`src/rtl/uart_tx_mmio_pkg.sv`:
```
// Shared register map, bit positions and FSM state encoding for the MMIO UART transmitter.
// These values mirror the firmware header constants.
package uart_tx_mmio_pkg;

  localparam logic [1:0] ADDR_DATA   = 2'd0;
  localparam logic [1:0] ADDR_STATUS = 2'd1;
  localparam logic [1:0] ADDR_BAUD   = 2'd2;
  localparam logic [1:0] ADDR_CTRL   = 2'd3;

  localparam int unsigned STATUS_BUSY_BIT  = 0;
  localparam int unsigned STATUS_FULL_BIT  = 1;
  localparam int unsigned STATUS_EMPTY_BIT = 2;
  localparam int unsigned STATUS_LEVEL_LSB = 8;
  localparam int unsigned STATUS_OVF_BIT   = 16;

  localparam int unsigned CTRL_EN_BIT     = 0;
  localparam int unsigned CTRL_IRQ_EN_BIT = 1;

  localparam int unsigned RV2T_DEFAULT_BAUD_M1 = 867;

  typedef enum logic [1:0] {
    ST_IDLE,
    ST_START,
    ST_DATA,
    ST_STOP
  } tx_state_t;

  // Expand the four byte enables into a 32-bit write mask.
  function automatic logic [31:0] byte_mask(input logic [3:0] be);
    return {{8{be[3]}}, {8{be[2]}}, {8{be[1]}}, {8{be[0]}}};
  endfunction

endpackage

```
`src/rtl/uart_tx_mmio_sync_fifo.sv`:
```
// Synchronous show-ahead FIFO with registered full/empty/count; reusable by RX.
// A push into a full FIFO is accepted only when a pop happens in the same cycle.
module uart_tx_mmio_sync_fifo #(
  parameter int unsigned WIDTH = 8,
  parameter int unsigned DEPTH = 16,
  localparam int unsigned AW = $clog2(DEPTH),
  localparam int unsigned CW = AW + 1
) (
  input  logic             clk,
  input  logic             i_sync_reset,
  input  logic             i_push,
  input  logic [WIDTH-1:0] i_wdata,
  input  logic             i_pop,
  output logic [WIDTH-1:0] o_rdata,
  output logic             o_full,
  output logic             o_empty,
  output logic [CW-1:0]    o_count
);

  logic [WIDTH-1:0] r_mem [DEPTH];
  logic [AW-1:0]    r_wr_ptr;
  logic [AW-1:0]    r_rd_ptr;
  logic [CW-1:0]    r_count;
  logic             r_full;
  logic             r_empty;
  logic             w_do_push;
  logic             w_do_pop;
  logic [CW-1:0]    w_count_nxt;

  assign w_do_pop  = i_pop & ~r_empty;
  assign w_do_push = i_push & (~r_full | w_do_pop);

  always_comb begin
    w_count_nxt = r_count;
    if (w_do_push && !w_do_pop) begin
      w_count_nxt = r_count + CW'(1);
    end else if (!w_do_push && w_do_pop) begin
      w_count_nxt = r_count - CW'(1);
    end
  end

  always_ff @(posedge clk) begin
    if (i_sync_reset) begin
      r_wr_ptr <= '0;
      r_rd_ptr <= '0;
      r_count  <= '0;
      r_full   <= 1'b0;
      r_empty  <= 1'b1;
    end else begin
      if (w_do_push) r_wr_ptr <= r_wr_ptr + AW'(1);
      if (w_do_pop)  r_rd_ptr <= r_rd_ptr + AW'(1);
      r_count <= w_count_nxt;
      r_full  <= (w_count_nxt == CW'(DEPTH));
      r_empty <= (w_count_nxt == '0);
    end
  end

  // Storage is not reset; the pointers define what is valid.
  always_ff @(posedge clk) begin
    if (w_do_push) r_mem[r_wr_ptr] <= i_wdata;
  end

  assign o_rdata = r_mem[r_rd_ptr];
  assign o_full  = r_full;
  assign o_empty = r_empty;
  assign o_count = r_count;

endmodule

```
`src/rtl/uart_tx_mmio.sv`:
```
// Memory-mapped UART transmitter: register file, TX FIFO, baud counter and frame FSM.
// Back-to-back frames pop on the last stop cycle so there is no idle gap between them.
module uart_tx_mmio
  import uart_tx_mmio_pkg::*;
#(
  parameter int unsigned FIFO_DEPTH      = 16,
  parameter int unsigned DATA_BITS       = 8,
  parameter int unsigned STOP_BITS       = 1,
  parameter int unsigned BAUD_BITS       = 16,
  parameter int unsigned DEFAULT_BAUD_M1 = RV2T_DEFAULT_BAUD_M1
) (
  input  logic        clk,
  input  logic        sync_reset,
  input  logic [1:0]  reg_addr,
  input  logic [3:0]  reg_write_en,
  input  logic [31:0] reg_write_data,
  input  logic        reg_read_en,
  output logic [31:0] reg_read_data,
  output logic        TXD,
  output logic        tx_active,
  output logic        irq
);

  localparam int unsigned CW        = $clog2(FIFO_DEPTH) + 1;
  localparam logic [2:0]  LAST_BIT  = 3'(DATA_BITS - 1);
  localparam logic [0:0]  LAST_STOP = 1'(STOP_BITS - 1);

  tx_state_t            r_state;
  logic [DATA_BITS-1:0] r_shift;
  logic [2:0]           r_bit_idx;
  logic [0:0]           r_stop_idx;
  logic [BAUD_BITS-1:0] r_cnt;
  logic [BAUD_BITS-1:0] r_div;
  logic [BAUD_BITS-1:0] r_baud;
  logic                 r_enable;
  logic                 r_irq_en;
  logic                 r_ovf;
  logic                 r_txd;
  logic                 r_tx_active;
  logic                 r_irq;
  logic [31:0]          r_rdata;

  logic [DATA_BITS-1:0] w_fifo_rdata;
  logic                 w_full;
  logic                 w_empty;
  logic [CW-1:0]        w_count;
  logic                 w_push;
  logic                 w_accept;
  logic                 w_pop;
  logic                 w_bit_done;
  logic                 w_clr_ovf;
  logic [31:0]          w_be_mask;
  logic [31:0]          w_baud_wr;
  logic [31:0]          w_rd_word;
  logic                 w_unused;

  assign w_push     = (reg_addr == ADDR_DATA) & reg_write_en[0];
  assign w_accept   = w_push & (~w_full | w_pop);
  assign w_clr_ovf  = (reg_addr == ADDR_STATUS) & reg_write_en[2] & reg_write_data[STATUS_OVF_BIT];
  assign w_bit_done = (r_cnt == '0);
  assign w_pop      = r_enable & ~w_empty &
                      ((r_state == ST_IDLE) |
                       ((r_state == ST_STOP) & w_bit_done & (r_stop_idx == LAST_STOP)));
  assign w_be_mask  = byte_mask(reg_write_en);
  assign w_baud_wr  = (32'(r_baud) & ~w_be_mask) | (reg_write_data & w_be_mask);
  assign w_unused   = ^{reg_write_data, reg_write_en, w_baud_wr};

  uart_tx_mmio_sync_fifo #(
    .WIDTH (DATA_BITS),
    .DEPTH (FIFO_DEPTH)
  ) u_fifo (
    .clk          (clk),
    .i_sync_reset (sync_reset),
    .i_push       (w_push),
    .i_wdata      (reg_write_data[DATA_BITS-1:0]),
    .i_pop        (w_pop),
    .o_rdata      (w_fifo_rdata),
    .o_full       (w_full),
    .o_empty      (w_empty),
    .o_count      (w_count)
  );

  // Read mux samples pre-write state; the registered copy gives one-cycle latency.
  always_comb begin
    w_rd_word = '0;
    case (reg_addr)
      ADDR_STATUS: begin
        w_rd_word[STATUS_BUSY_BIT]          = r_tx_active;
        w_rd_word[STATUS_FULL_BIT]          = w_full;
        w_rd_word[STATUS_EMPTY_BIT]         = w_empty;
        w_rd_word[STATUS_LEVEL_LSB +: 8]    = 8'(w_count);
        w_rd_word[STATUS_OVF_BIT]           = r_ovf;
      end
      ADDR_BAUD: w_rd_word = 32'(r_baud);
      ADDR_CTRL: begin
        w_rd_word[CTRL_EN_BIT]     = r_enable;
        w_rd_word[CTRL_IRQ_EN_BIT] = r_irq_en;
      end
      default: ;
    endcase
  end

  always_ff @(posedge clk) begin
    if (sync_reset) begin
      r_baud   <= BAUD_BITS'(DEFAULT_BAUD_M1);
      r_enable <= 1'b1;
      r_irq_en <= 1'b0;
      r_ovf    <= 1'b0;
      r_irq    <= 1'b0;
      r_rdata  <= '0;
    end else begin
      if (reg_addr == ADDR_BAUD) r_baud <= w_baud_wr[BAUD_BITS-1:0];
      if ((reg_addr == ADDR_CTRL) && reg_write_en[0]) begin
        r_enable <= reg_write_data[CTRL_EN_BIT];
        r_irq_en <= reg_write_data[CTRL_IRQ_EN_BIT];
      end
      // A dropped push outranks a same-cycle clear.
      if (w_push && !w_accept) r_ovf <= 1'b1;
      else if (w_clr_ovf)      r_ovf <= 1'b0;
      r_irq   <= r_irq_en & w_empty & ~r_tx_active;
      r_rdata <= reg_read_en ? w_rd_word : '0;
    end
  end

  // Frame FSM; the working divisor is latched per frame so BAUD writes apply next frame.
  always_ff @(posedge clk) begin
    if (sync_reset) begin
      r_state     <= ST_IDLE;
      r_shift     <= '0;
      r_bit_idx   <= '0;
      r_stop_idx  <= '0;
      r_cnt       <= '0;
      r_div       <= '0;
      r_txd       <= 1'b1;
      r_tx_active <= 1'b0;
    end else if (w_pop) begin
      r_state     <= ST_START;
      r_shift     <= w_fifo_rdata;
      r_div       <= r_baud;
      r_cnt       <= r_baud;
      r_txd       <= 1'b0;
      r_tx_active <= 1'b1;
    end else begin
      if (!w_bit_done) r_cnt <= r_cnt - BAUD_BITS'(1);
      case (r_state)
        ST_IDLE: ;
        ST_START: begin
          if (w_bit_done) begin
            r_state   <= ST_DATA;
            r_txd     <= r_shift[0];
            r_shift   <= r_shift >> 1;
            r_bit_idx <= '0;
            r_cnt     <= r_div;
          end
        end
        ST_DATA: begin
          if (w_bit_done) begin
            r_cnt <= r_div;
            if (r_bit_idx == LAST_BIT) begin
              r_state    <= ST_STOP;
              r_txd      <= 1'b1;
              r_stop_idx <= '0;
            end else begin
              r_txd     <= r_shift[0];
              r_shift   <= r_shift >> 1;
              r_bit_idx <= r_bit_idx + 3'd1;
            end
          end
        end
        ST_STOP: begin
          if (w_bit_done) begin
            if (r_stop_idx == LAST_STOP) begin
              r_state     <= ST_IDLE;
              r_tx_active <= 1'b0;
            end else begin
              r_stop_idx <= r_stop_idx + 1'b1;
              r_cnt      <= r_div;
            end
          end
        end
        default: r_state <= ST_IDLE;
      endcase
    end
  end

  assign reg_read_data = r_rdata;
  assign TXD           = r_txd;
  assign tx_active     = r_tx_active;
  assign irq           = r_irq;

endmodule
```
`config.mk`:
```
export PLATFORM = sky130hd
export DESIGN_NAME = uart_tx_mmio
export DESIGN_NICKNAME = d
export VERILOG_FILES = /design/src/rtl/uart_tx_mmio_pkg.sv /design/src/rtl/uart_tx_mmio_sync_fifo.sv /design/src/rtl/uart_tx_mmio.sv
export SDC_FILE = /design/constraint.sdc
export NUM_CORES = 1
export LEC_CHECK = 0
export BUFFER_PORTS_ARGS = -buffer_cell sky130_fd_sc_hd__clkbuf_2
export CORE_ASPECT_RATIO = 1.75
export CORE_UTILIZATION = 44
export DETAILED_ROUTE_END_ITERATION = 16
export SETUP_SLACK_MARGIN = 0.15
export SLEW_MARGIN = 20
export SYNTH_ARGS = -nofsm -noshare
export SYNTH_HDL_FRONTEND = slang
export SYNTH_SLANG_ARGS = --single-unit
export TNS_END_PERCENT = 10
```
`constraint.sdc`:
```
create_clock -name clk -period 4.8 [get_ports clk]
set_input_delay 0.48 -clock clk [delete_from_list [all_inputs] [get_ports clk]]
set_output_delay 0.48 -clock clk [all_outputs]
set_load 0.05 [all_outputs]
```
**Word-level counts from Yosys, hierarchy flattened**

Memories as Yosys holds them, arrays and structs flattened. A register that Yosys moved wholly into a read port is not among the register bits.
Index checks and enable logic that the tools add are counted.

- Bits in read-only memories: 0
- Word-level logic and storage cells: 154
- Memories: 1
- Flip-flop bits (word level): 115
- Memory bits (writable): 128
- Bits in latches: 0

- Bitwise gates (word level): 26
- Multipliers: 0
- Div/mod/pow operators: 0
- Equal/unequal tests: 21
- Shift operators: 0
- Reduce and logical (&&, ||, !) cells: 30
- Magnitude comparators: 0
- Add/subtract/negate cells: 7
- Mux-type cells: 47

Memories:

| memory | depth | bits a word | read ports | clocked after Yosys merged registers in | wr ports | line | source |
|---|---|---|---|---|---|---|---|
| u_fifo.r_mem | 16 | 8 | 1 | 1 | 1 | uart_tx_mmio_sync_fifo.sv:20 | `logic [WIDTH-1:0] r_mem [DEPTH];` |

Operator list:

| kind | number |
|---|---|
| two-way mux 16 bit | 5 |
| bitwise AND 16 bit | 2 |
| two-way mux 8 bit | 4 |
| case mux 16 bit (2 select lines) | 1 |
| inequality test 3 x 2 -> 1 bit, second input constant | 6 |
| case mux 9 bit (2 select lines) | 1 |
| two-way mux 1 bit | 17 |
| logical NOT 16 bit | 1 |
| inverter 16 bit | 1 |
| bitwise OR 16 bit | 1 |
| case mux 8 bit (2 select lines) | 1 |
| subtractor 16 x 1 -> 16 bit, second input constant | 1 |
| bitwise AND 1 bit | 12 |
| inequality test 2 bit, second input constant | 6 |
| case mux 2 bit (3 select lines) | 2 |
| AND reduction 6 bit | 2 |
| two-way mux 2 bit | 5 |
| two-way mux 5 bit | 2 |
| AND reduction 5 bit | 2 |
| nonzero test 2 bit | 5 |
| two-way mux 3 bit | 3 |
| adder 4 x 1 -> 4 bit, second input constant | 2 |
| == test 2 bit, second input constant | 4 |
| two-way mux 4 bit | 2 |
| 22 further kinds | 43 |

**Depth between registers and ports, before layout**

Gate-level depths: netlist of run 1.

- Word-level depth: 13
- Depth in mapped cells: 12
- Gate-level depth less buffers: 9

**By module**

A second synthesis of run 1 with hierarchy kept.

- Cell total of the unflattened synthesis: 775
- Area, all modules: 10004.6 µm²

Modules (own cells, without submodules):

| module | times used | seq. area each (µm²) | cells an instance | area each (µm²) |
|---|---|---|---|---|
| uart_tx_mmio_sync_fifo | 1 | 4224.1 | 298 | 5909.4 |
| uart_tx_mmio | 1 | 1681.6 | 477 | 4095.2 |

**Least setup slack after synthesis of run 1**

OpenSTA, ideal clock, no wires.

- Path kind: register -> register
- From: register r_cnt[0]
- To: memory u_fifo.r_mem[1][0] (enable)
- Stages on the path, launching flop included: 11
- Required time: 4.417 ns
- Library setup time: 0.383 ns
- Data arrival time: 2.936 ns
- Path slack: 1.481 ns
- Cells stage by stage: dfxtp_1 > inv_1 > ha_1 > or4b_1 > or4_4 > buf_6 > o21a_4 > buf_6 > a21oi_4 > nand2_1 > nor3_1

- Cells in the longest elaborated chain, start to end: 10

RTL lines:

| item | line | source |
|---|---|---|
| start: declaration | uart_tx_mmio.sv:32 | `logic [BAUD_BITS-1:0] r_cnt;` |
| start signal: assignment | uart_tx_mmio.sv:140 | `r_cnt <= r_baud;` |
| start signal: assignment | uart_tx_mmio.sv:144 | `if (!w_bit_done) r_cnt <= r_cnt - BAUD_BITS'(1);` |
| start signal: assignment | uart_tx_mmio.sv:153 | `r_cnt <= r_div;` |
| logical NOT 16 bit | uart_tx_mmio.sv:60 | `assign w_bit_done = (r_cnt == '0);` |
| bitwise AND 1 bit (2 in a row) | uart_tx_mmio.sv:63 | `((r_state == ST_STOP) & w_bit_done & (r_stop_idx == LAST_STOP)));` |
| bitwise OR 1 bit | uart_tx_mmio.sv:62 | `((r_state == ST_IDLE) \|` |
| bitwise AND 1 bit | uart_tx_mmio.sv:61 | `assign w_pop = r_enable & ~w_empty &` |
| bitwise AND 1 bit | uart_tx_mmio_sync_fifo.sv:30 | `assign w_do_pop = i_pop & ~r_empty;` |
| bitwise OR 1 bit | uart_tx_mmio_sync_fifo.sv:31 | `assign w_do_push = i_push & (~r_full \| w_do_pop);` |
| bitwise AND 1 bit | uart_tx_mmio_sync_fifo.sv:31 |  |
| two-way mux 1 bit | uart_tx_mmio_sync_fifo.sv:60 | `if (w_do_push) r_mem[r_wr_ptr] <= i_wdata;` |
| two-way mux 1 bit (not written as such) | uart_tx_mmio_sync_fifo.sv:60 |  |
| end: declaration | uart_tx_mmio_sync_fifo.sv:20 |  |

Every way passes these cells.

**Worst setup path in the final report of run 1**

- From: register r_cnt[0]
- To: memory u_fifo.r_mem[9][5] (enable)

Same word-level chain as after synthesis.

==> impl_results.md, run 1 <==
- Commonest non-fill, non-tap cell in the layout: edfxtp_1
- Number of synthesized flops with an enable pin: 128
- Seq/Total Area, Yosys: 62.2%
- Asr flop ratio synth: 0%
- Status: finished clean
- Crit Path Class: flip-flop to flip-flop
- Largest net degree at the start of global routing: 51
- WP data arrival: 3.79 ns
- Worst Hold Path Cells: 3
- Die H: 196 um
- Post-Synthesis Cells: 735
- Total of max-cap violations: 0
- HPWL after DPL: 14.7 mm
- Largest family of logic cells by synthesized area: simple AND/OR/NAND/NOR gates
- Layout cells sized above 1: 17.5%
- HP Start: reg_write_data[13]
- Mux cell area share after synthesis: 10.1%
- Routed Antenna Nets: 0
- Clk slew on worst S/H paths: 0.07 ns
- CTS max path bufs: 3
- Setup_tns: 0 ns
- Initial Util: 45.2%
- Die ar.: 0.0222 mm2
- DRC Markers: 0
- Worst slew margin: 33.8%
- Mapped Area: 0.00950 mm2
- Final weighted congestion in routability-driven placement: 0.823
- Main synth FF type: edfxtp_1
- Synth Area in Simple Gates: 11.2%
- Leakage power: 3.75 nW
- Tightest Pin Transition: 0.986 ns
- Die width: 113 um
- PnR Total Power: 5.66 mW
- Tightest Hold Check Type: primary input to flip-flop
- Number of global-route vias before repair: 5,930
- Adder-Cell Fraction of Synth Area: 2.77%
- Worst-skew pair later-pin latency: 0.52 ns
- Setup WS post-layout: 1.14 ns
- # diodes: 0
- FMAX: 273 MHz
- I/O Buffers: 44
- Initial antenna violation count: 0
- Most frequent cells in the layout: 128 x edfxtp_1, 101 x dfxtp_1, 86 x nand2_1
- Postcts setup bufs: 0
- Pwr dens: 532 mW/mm2
- Crit path time final: 3.66 ns
- Num Clock Sinks: 231
- Worst endpoint required time: 4.93 ns
- Slew Viols, Final: 0
- Final Cell Area: 0.0106 mm2
- Vias post-DR: 5,746
- Top-Level Pins: 76
- Area Overhead vs Synth: 12.1%
- Detailed Routing Iterations Pass 1: 4
- Setup crit end kind: flip-flop
- Area after DPL: 0.00988 mm2
- Worst Setup Slack post-DPL: 1.12 ns
- CTS Buf Count: 23
- Fin nets: 835
- First-pass GRT wire length: 32.5 mm
- CTS root buf: clkbuf_16
- Max VDD drop: 0.491 mV
- Cts repair resizes: 0
- Skew final: 0.0279 ns
- XOR/XNOR Fraction of Synth Area: 2.03%
- Final Hold Fails: 0
- DRT iter0 DRCs: 326
- Synth cell types: 53
- RSZ-0062 raised after global routing: no
- Syn_area_per_cell: 12.9 um2
- All-Layer GR Usage: 19.2%
- Rows: 70
- Crit path max fanout: 50
- CTS HTree Levels: 1
- CTS tree: done
- Worst setup SP type: flip-flop
- Routed wire length: 20.7 mm
- Cts hold-fix bufs: 0
- Fin crit share: 76.2%
- Yosys reg bits: 231
- YS warnings: 0
- Flop-to-flop setup slack: 1.14 ns
- Total core area: 0.0210 mm2
- Setup violations, final: 0
- Worst R2R Path Depth: 8
- Synth Area in Compound Gates: 8.34%
- FF-to-FF Start: r_cnt[0]
- Via density: 5.53
- GRT Residual Overflow: 0
- Post-DR wirelength/cell: 19.9 um
- Reg2reg end: u_fifo.r_mem[9][5]
-- synthesized netlist by cell type, types with 10 or more instances --
library cell / n / area share (%)
nand3_1: 15 / 0.79
nor2_1: 55 / 2.2
dfxtp_1: 103 / 22
inv_1: 10 / 0.40
xor2_1: 13 / 1.2
nor3_1: 13 / 0.69
edfxtp_1: 128 / 40
clkbuf_1: 29 / 1.1
a211oi_1: 14 / 1.1
o21ai_0: 11 / 0.58
o22ai_1: 11 / 0.72
mux4_2: 39 / 9.2
nand2_1: 86 / 3.4
buf_4: 15 / 1.2
a21oi_1: 47 / 2.5
and3_1: 15 / 0.99
ha_1: 21 / 2.8
-- worst max-delay path by stage --
stage	from	end	slack (ns)	depth (start not counted)
5_1_grt	r_cnt[0]	u_fifo.r_mem[14][3]	0.94	8
3_5_place_dp	r_cnt[0]	u_fifo.r_mem[9][5]	1.12	8
2_1_floorplan	r_cnt[0]	u_fifo.r_mem[1][0]	1.48	10
6_report	r_cnt[0]	u_fifo.r_mem[9][5]	1.14	8
3_3_place_gp	r_cnt[0]	u_fifo.r_mem[9][5]	1.19	8
4_1_cts	r_cnt[0]	u_fifo.r_mem[9][3]	1.11	8
-- power by group --
part	internal (mW)	leakage (nW)	switching (mW)
Clock	1.09	0.368	0.737
Combinational	0.593	1.39	0.791
Sequential	2.25	1.99	0.199
Total	3.93	3.75	1.73
-- critical path, cell delays in order, from the launching register on --
cell     delay (ns)
dfxtp_1        0.33
inv_1          0.07
ha_1           0.19
or4b_1         0.47
or4_4          0.61
o21a_4         0.43
a21oi_4        0.33
nand2_1        0.17
nor2_1         0.64
-- kinds of logic after synthesis --
kind of cell / Yosys count
AO/OA/AOI/OAI: 122
XOR/XNOR: 22
adder cells (fa/ha/maj): 21
buffers and inverters: 64
flip-flops: 231
multiplexers: 47
other: 1
AND/OR/NAND/NOR: 227
-- area by class of cell --
cell class | instances | area [um2]
Inverter | 10 | 37.5
Clock buffer | 24 | 579
Fill cell | 1819 | 10400
Tap cell | 252 | 315
Timing Repair Buffer | 53 | 288
Clock inverter | 16 | 185
Multi-Input combinational cell | 454 | 3330
Sequential cell | 231 | 5910
-- through the flow --
step / utilization, % / hold WS (ns) / cells
floorplan: - / 0.432 / 749
global placement: 47.0 / 0.440 / 1000
detailed placement: 47.0 / 0.447 / 1000
CTS: 50.6 / 0.164 / 1040
global route: 50.6 / 0.189 / 1040
finish: 50.6 / 0.181 / 1040
-- flip-flops by register name (all words and copies together), names as in the netlist, 2 cells and up, named ones only --
register / flops
r_bit_idx: 3
r_cnt: 16
r_div: 16
r_shift: 8
r_state: 2
reg_read_data: 17
u_fifo.o_count: 5
u_fifo.r_mem: 128
u_fifo.r_rd_ptr: 4
u_fifo.r_wr_ptr: 4
-- routing by layer --
| metal | track usage [%] | wire, um | vias up |
|---|---|---|---|
| met1 | 21.3 | 7820 | 2836 |
| met3 | 2.37 | 585 | 41 |
| met5 | 0 | 0 | - |
| met4 | 7.89 | 760 | 0 |
| li1 | - | - | 2763 |
| met2 | 36.7 | 11600 | 106 |
No activity file was read; power rests on OpenSTA's default activity.
==> run 2, diff against run 1 <==
Clock period 4.8 ns to 3.4 ns, I/O delays scaled along.
==> impl_results.md, run 2 (same netlist as run 1, synthesis figures left out) <==
- Final hold slack: 0.0525 ns (-0.129 ns)
- GRT Residual Overflow: 0 (unchanged)
- Cts hold-fix bufs: 0 (unchanged)
- Top reg by flops: u_fifo.r_mem
- Setup WS post-layout: 0.319 ns (-0.822 ns)
- Die width: 113 um (unchanged)
- Leakage power: 3.88 nW (+3.4%)
- Fin cells: 1,060 (+1.9%)
- Most frequent cells in the layout: 128 x edfxtp_1, 102 x dfxtp_1, 86 x nand2_1
- Cts repair resizes: 0 (unchanged)
- CTS root buf: clkbuf_16
- Postcts setup bufs: 0 (unchanged)
- Routed wire length: 21.4 mm (+3.0%)
- Skew final: 0.0222 ns (-0.00573 ns)
- Met3 Use GR: 3.04% (+0.68 points)
- Post-DR wirelength/cell: 20.1 um (+1.1%)
- Crit path max fanout: 16 (-68%)
- CTS HTree Levels: 1 (unchanged)
- CTS tree: done
- Status: finished clean
- Final weighted congestion in routability-driven placement: 0.849 (+3.2%)
- FMAX: 325 MHz (+19%)
- Rows: 70 (unchanged)
- Largest net degree at the start of global routing: 55 (+7.8%)
- DRC Markers: 0 (unchanged)
- Worst R2R Path Depth: 9 (+1)
- Initial Util: 45.2% (unchanged)
- Setup crit end kind: flip-flop
- Vias post-DR: 5,916 (+3.0%)
- Placed cell count: 1,019 (+1.9%)
- Crit Path Class: flip-flop to flip-flop
- Layout cells sized above 1: 19.4% (+1.9 points)
- First-pass GRT wire length: 33.5 mm (+2.9%)
- Tightest Hold Check Type: primary input to flip-flop
- Total of max-cap violations: 0 (unchanged)
- Worst endpoint required time: 3.60 ns (-1.33 ns)
- Die ar.: 0.0222 mm2 (unchanged)
- Max FFs per register: 128 (unchanged)
- Worst-skew pair later-pin latency: 0.51 ns (about the same)
- Sequential Area: 0.00591 mm2 (about the same)
- CTS Buf Count: 23 (unchanged)
- Top-Level Pins: 76 (unchanged)
- Crit path time final: 3.08 ns (-0.578 ns)
- Crit path launch: r_cnt[0]
- Number of global-route vias before repair: 6,187 (+4.3%)
- Worst slew margin: 32.3% (-1.5 points)
- Clk slew on worst S/H paths: 0.06 ns (about the same)
- Area Overhead vs Synth: 14.3%
- Initial antenna violation count: 0 (unchanged)
- HP Start: reg_write_data[11]
- Worst Setup Slack post-DPL: 0.334 ns (-0.786 ns)
- Max VDD drop: 0.436 mV (-11%)
- FF-to-FF Start: r_cnt[0]
- Commonest non-fill, non-tap cell in the layout: edfxtp_1
- Fin crit share: 90.6% (+14 points)
- Worst Hold Path Cells: 3 (unchanged)
- # diodes: 0 (unchanged)
- Area after DPL: 0.0100 mm2 (+1.6%)
- Total core area: 0.0210 mm2 (unchanged)
- Footprint of the multi-input gates: 0.00333 mm2 (+0.15%)
- Fillers: 1,739 (-4.4%)
- Fin nets: 854 (+2.3%)
- Detailed Routing Iterations Pass 1: 4 (unchanged)
- Num Clock Sinks: 231 (unchanged)
- GR Util met1: 19.8% (-1.5 points)
- Met2 GRT Util: 39.2% (+2.5 points)
- Die H: 196 um (unchanged)
- Grt peak-use layer: met2
- All-Layer GR Usage: 19.9% (+0.65 points)
- Tightest Pin Transition: 1.01 ns (+0.0228 ns)
- Via density: 5.58 (+1.0%)
- Setup_tns: 0 ns (unchanged)
- I/O Buffers: 44 (unchanged)
- CTS max path bufs: 3 (unchanged)
- Worst setup SP type: flip-flop
- Setup violations, final: 0 (unchanged)
- DRT iter0 DRCs: 337 (+3.4%)
- Slew Viols, Final: 0 (unchanged)
- Final Hold Fails: 0 (unchanged)
- Routed Antenna Nets: 0 (unchanged)
- Pwr dens: 756 mW/mm2 (+42%)
- Final Cell Area: 0.0109 mm2 (+2.0%)
- RSZ-0062 raised after global routing: no
- HPWL after DPL: 15.3 mm (+4.3%)
- WP data arrival: 3.28 ns (-0.51 ns)
run 2: changes by cell type in the layout (fill, tap and decap cells not counted), sizes merged:
cell,before,now
clkinv,8,3
inv,11,10
bufinv,4,5
buf,9,28
clkbuf,68,74
run 2: per-stage QoR:
step                power [mW]  utilization [%]
floorplan                 5.01                -
global placement          5.49             47.7
detailed placement        5.56             47.7
CTS                       8.27             51.6
global route              8.63             51.6
finish                    8.20             51.6
run 2: worst paths after layout:
path,to,slack (ns)
worst max-delay path,u_fifo.r_mem[0][1],0.32
worst min-delay path,flip-flop,0.05
worst max register to register,u_fifo.r_mem[0][1],0.32
worst min register to register,r_ovf,0.45
run 2: critical path: stages (launching register included):
cell     delay (ns)
dfxtp_1        0.34
inv_1          0.07
ha_1           0.19
or4b_1         0.46
or4_4          0.51
o21a_4         0.31
a21oi_4        0.30
nand2_1        0.18
nor3_1         0.19
buf_4          0.22
run 2: final cells by class:
| type | count | share of cell area [%] |
|---|---|---|
| multi-input combinational | 454 | 30.7 |
| clock buffer | 30 | 5.82 |
| sequential | 231 | 54.4 |
| clock inverter | 11 | 1.68 |
| timing repair buffer | 72 | 4.08 |
| inverter | 10 | 0.346 |
| tap | 252 | 2.91 |
run 2: power by group:
group | internal [mW] | switching (mW) | total [mW]
logic | 0.877 | 1.22 | 2.09
registers | 3.18 | 0.220 | 3.40
clock network | 1.68 | 1.03 | 2.71
run 2: layer usage:
metal / vias to the layer above / routed length, um
li1: 2812 / -
met1: 2916 / 7370
met2: 134 / 12100
met3: 54 / 908
met4: 0 / 991
met5: - / 0
==> run 3, diff against run 2 <==
--- a/config.mk
+++ b/config.mk
@@ -10,4 +10,5 @@
 export CORE_UTILIZATION = 44
 export DETAILED_ROUTE_END_ITERATION = 16
+export GPL_ROUTABILITY_DRIVEN = 0
 export SETUP_SLACK_MARGIN = 0.15
 export SLEW_MARGIN = 20
==> constraint.sdc (replaced) <==
create_clock -name clk -period 3.4 [get_ports clk]
set_input_delay 0.68 -clock clk [delete_from_list [all_inputs] [get_ports clk]]
set_output_delay 0.68 -clock clk [all_outputs]
set_load 0.05 [all_outputs]
==> impl_results.md, run 3 (same netlist as run 1, synthesis figures left out) <==
- Detailed Routing Iterations Pass 1: 5 (+1)
- CTS max path bufs: 3 (unchanged)
- Final Hold Fails: 0 (unchanged)
- Largest net degree at the start of global routing: 53 (-3.6%)
- FMAX: 323 MHz (-0.55%)
- DRC Markers: 0 (unchanged)
- DRT iter0 DRCs: 398 (+18%)
- Total core area: 0.0210 mm2 (unchanged)
- Final hold slack: 0.407 ns (+0.354 ns)
- Max FFs per register: 128 (unchanged)
- Die H: 196 um (unchanged)
- Crit path time final: 3.10 ns (+0.0169 ns)
- GRT Residual Overflow: 0 (unchanged)
- Clk pwr share: 31.8% (-1.2 points)
- Crit path max fanout: 19 (+3)
- Clk slew on worst S/H paths: 0.06 ns (about the same)
- Layout cells sized above 1: 19.0% (-0.45 points)
- # diodes: 0 (unchanged)
- Top-Level Pins: 76 (unchanged)
- Fillers: 1,787 (+2.8%)
- Cts repair resizes: 0 (unchanged)
- Worst Hold Path Cells: 3 (unchanged)
- Routed Antenna Nets: 0 (unchanged)
- Number of global-route vias before repair: 6,225 (+0.61%)
- Final Util: 51.3% (-0.31 points)
- Combinational share of power: 26.0% (+0.5 points)
- Via density: 5.62 (+0.63%)
- Worst slew margin: 28.0% (-4.3 points)
- CTS HTree Levels: 1 (unchanged)
- Sequence of cells on the critical path: inv_1 -> ha_1 -> or4b_1 -> or4_4 -> o21a_4 -> buf_4 -> and3_1 -> a21boi_0 -> o22ai_1
- I/O Buffers: 44 (unchanged)
- Flop-to-flop setup slack: 0.30 ns (-0.02 ns)
- Fin crit share: 91.1% (+0.50 points)
- First-pass GRT wire length: 34.0 mm (+1.5%)
- Die ar.: 0.0222 mm2 (unchanged)
- Fin cells: 1,058 (-0.19%)
- Cts hold-fix bufs: 0 (unchanged)
- Pwr dens: 746 mW/mm2 (-1.4%)
- Slew Viols, Final: 0 (unchanged)
- Sw Share: 30.4% (+0.38 points)
- Worst setup SP type: flip-flop
- Top reg by flops: u_fifo.r_mem
- Commonest non-fill, non-tap cell in the layout: edfxtp_1
- Setup violations, final: 0 (unchanged)
- HP Start: reg_write_data[13]
- PnR Total Power: 8.04 mW (-1.9%)
- Fin nets: 853 (-0.12%)
- Initial antenna violation count: 0 (unchanged)
- Most frequent cells in the layout: 128 x edfxtp_1, 102 x dfxtp_1, 86 x nand2_1
- Setup crit end kind: flip-flop
- Skew final: 0.0179 ns (-0.00428 ns)
- Num Clock Sinks: 231 (unchanged)
- Crit Path Class: flip-flop to flip-flop
- Rows: 70 (unchanged)
- Area Overhead vs Synth: 13.6%
- Max VDD drop: 0.535 mV (+23%)
- Setup_tns: 0 ns (unchanged)
- Worst R2R Path Depth: 9 (unchanged)
- CTS tree: done
- Worst endpoint required time: 3.76 ns (+0.16 ns)
- Status: finished clean
- RSZ-0062 raised after global routing: no
- FF-to-FF Start: r_cnt[0]
- All-Layer GR Usage: 19.9% (about the same)
- Vias post-DR: 5,942 (+0.44%)
- WP data arrival: 3.46 ns (+0.18 ns)
- Postcts setup bufs: 0 (unchanged)
- Tightest Pin Transition: 1.07 ns (+0.0644 ns)
- Sequential share of power: 42.2% (+0.8 points)
- Placed cell count: 1,018 (-0.098%)
- Total of max-cap violations: 0 (unchanged)
- Routed wire length: 21.3 mm (-0.44%)
- Post-DR wirelength/cell: 20.1 um (-0.26%)
- Cell Int Power: 5.60 mW (-2.5%)
- HPWL after DPL: 14.9 mm (-2.7%)
- Reg2reg end: r_cnt[14]
- Worst path max stage delay: 0.52 ns (about the same)
- Worst-skew pair later-pin latency: 0.50 ns (about the same)
- Die width: 113 um (unchanged)
- Worst path slowest cell: or4_4
- CTS root buf: clkbuf_16
- Tightest Hold Check Type: primary input to flip-flop
- Initial Util: 45.2% (unchanged)
- CTS Buf Count: 23 (unchanged)
- Leakage power: 3.85 nW (-0.73%)
- Sw Pwr: 2.45 mW (-0.70%)
## run 3: cell count changes in the layout (fill, tap and decap cells not counted)
cell / delta
clkinvlp_4: -2
buf_4: -1
clkbuf_1: +1
inv_8: +1
clkinv_2: +1
clkinv_1: +1
bufinv_16: -1
clkinvlp_2: +1
clkbuf_8: -3
## run 3: per-layer routing
| layer | vias to the layer above | global-route usage [%] | share of wire [%] |
|---|---|---|---|
| met5 | - | 0 | 0 |
| met4 | 0 | 8.82 | 4.0 |
| met3 | 38 | 2.21 | 2.9 |
| met2 | 112 | 37.5 | 55 |
| met1 | 2974 | 22.2 | 38 |
| li1 | 2818 | - | - |
## run 3: metrics by stage
stage | setup WS (ns) | cell area (um2)
after floorplan | 0.0814 | 9550
after global placement | 0.362 | 10000
after detailed placement | 0.339 | 10000
after CTS | 0.345 | 10800
after global routing | 0.205 | 10800
final | 0.302 | 10800
## run 3: power groups by stage
stage	sequential, mW	combinational, mW	clock [mW]
after global placement	3.43	2.03	0
after global routing	3.42	2.33	2.73
after detailed placement	3.44	2.10	0
after CTS	3.39	2.11	2.62
final	3.39	2.09	2.56
after floorplan	3.43	1.58	0
## run 3: how the worst max path moves through the flow
stage,end,slack (ns),depth (start not counted),start
2_1_floorplan,u_fifo.r_mem[0][0],0.08,10,r_cnt[0]
3_3_place_gp,r_cnt[14],0.36,9,r_cnt[0]
3_5_place_dp,r_cnt[14],0.34,9,r_cnt[0]
4_1_cts,r_cnt[14],0.35,9,r_cnt[0]
5_1_grt,r_cnt[14],0.20,9,r_cnt[0]
6_report,r_cnt[14],0.30,9,r_cnt[0]
## run 3: worst max-delay path: cells and delay by family, from the launching register on
kind                       cells  cell delay [ns]
buffers and inverters          2             0.27
and+or+nand+nor                3             1.25
DFF                            1             0.33
adders and majority gates      1             0.19
AOI/OAI and AO/OA              3             0.91
## run 3: final cells by class
type                            instances  area (um2)  area share (%)
Multi-Input combinational cell        454        3330            30.9
Tap cell                              252         315            2.92
Clock buffer                           28         594            5.51
Sequential cell                       231        5910            54.8
Inverter                               10        37.5           0.348
Clock inverter                         12         163            1.51
Timing Repair Buffer                   71         435            4.04
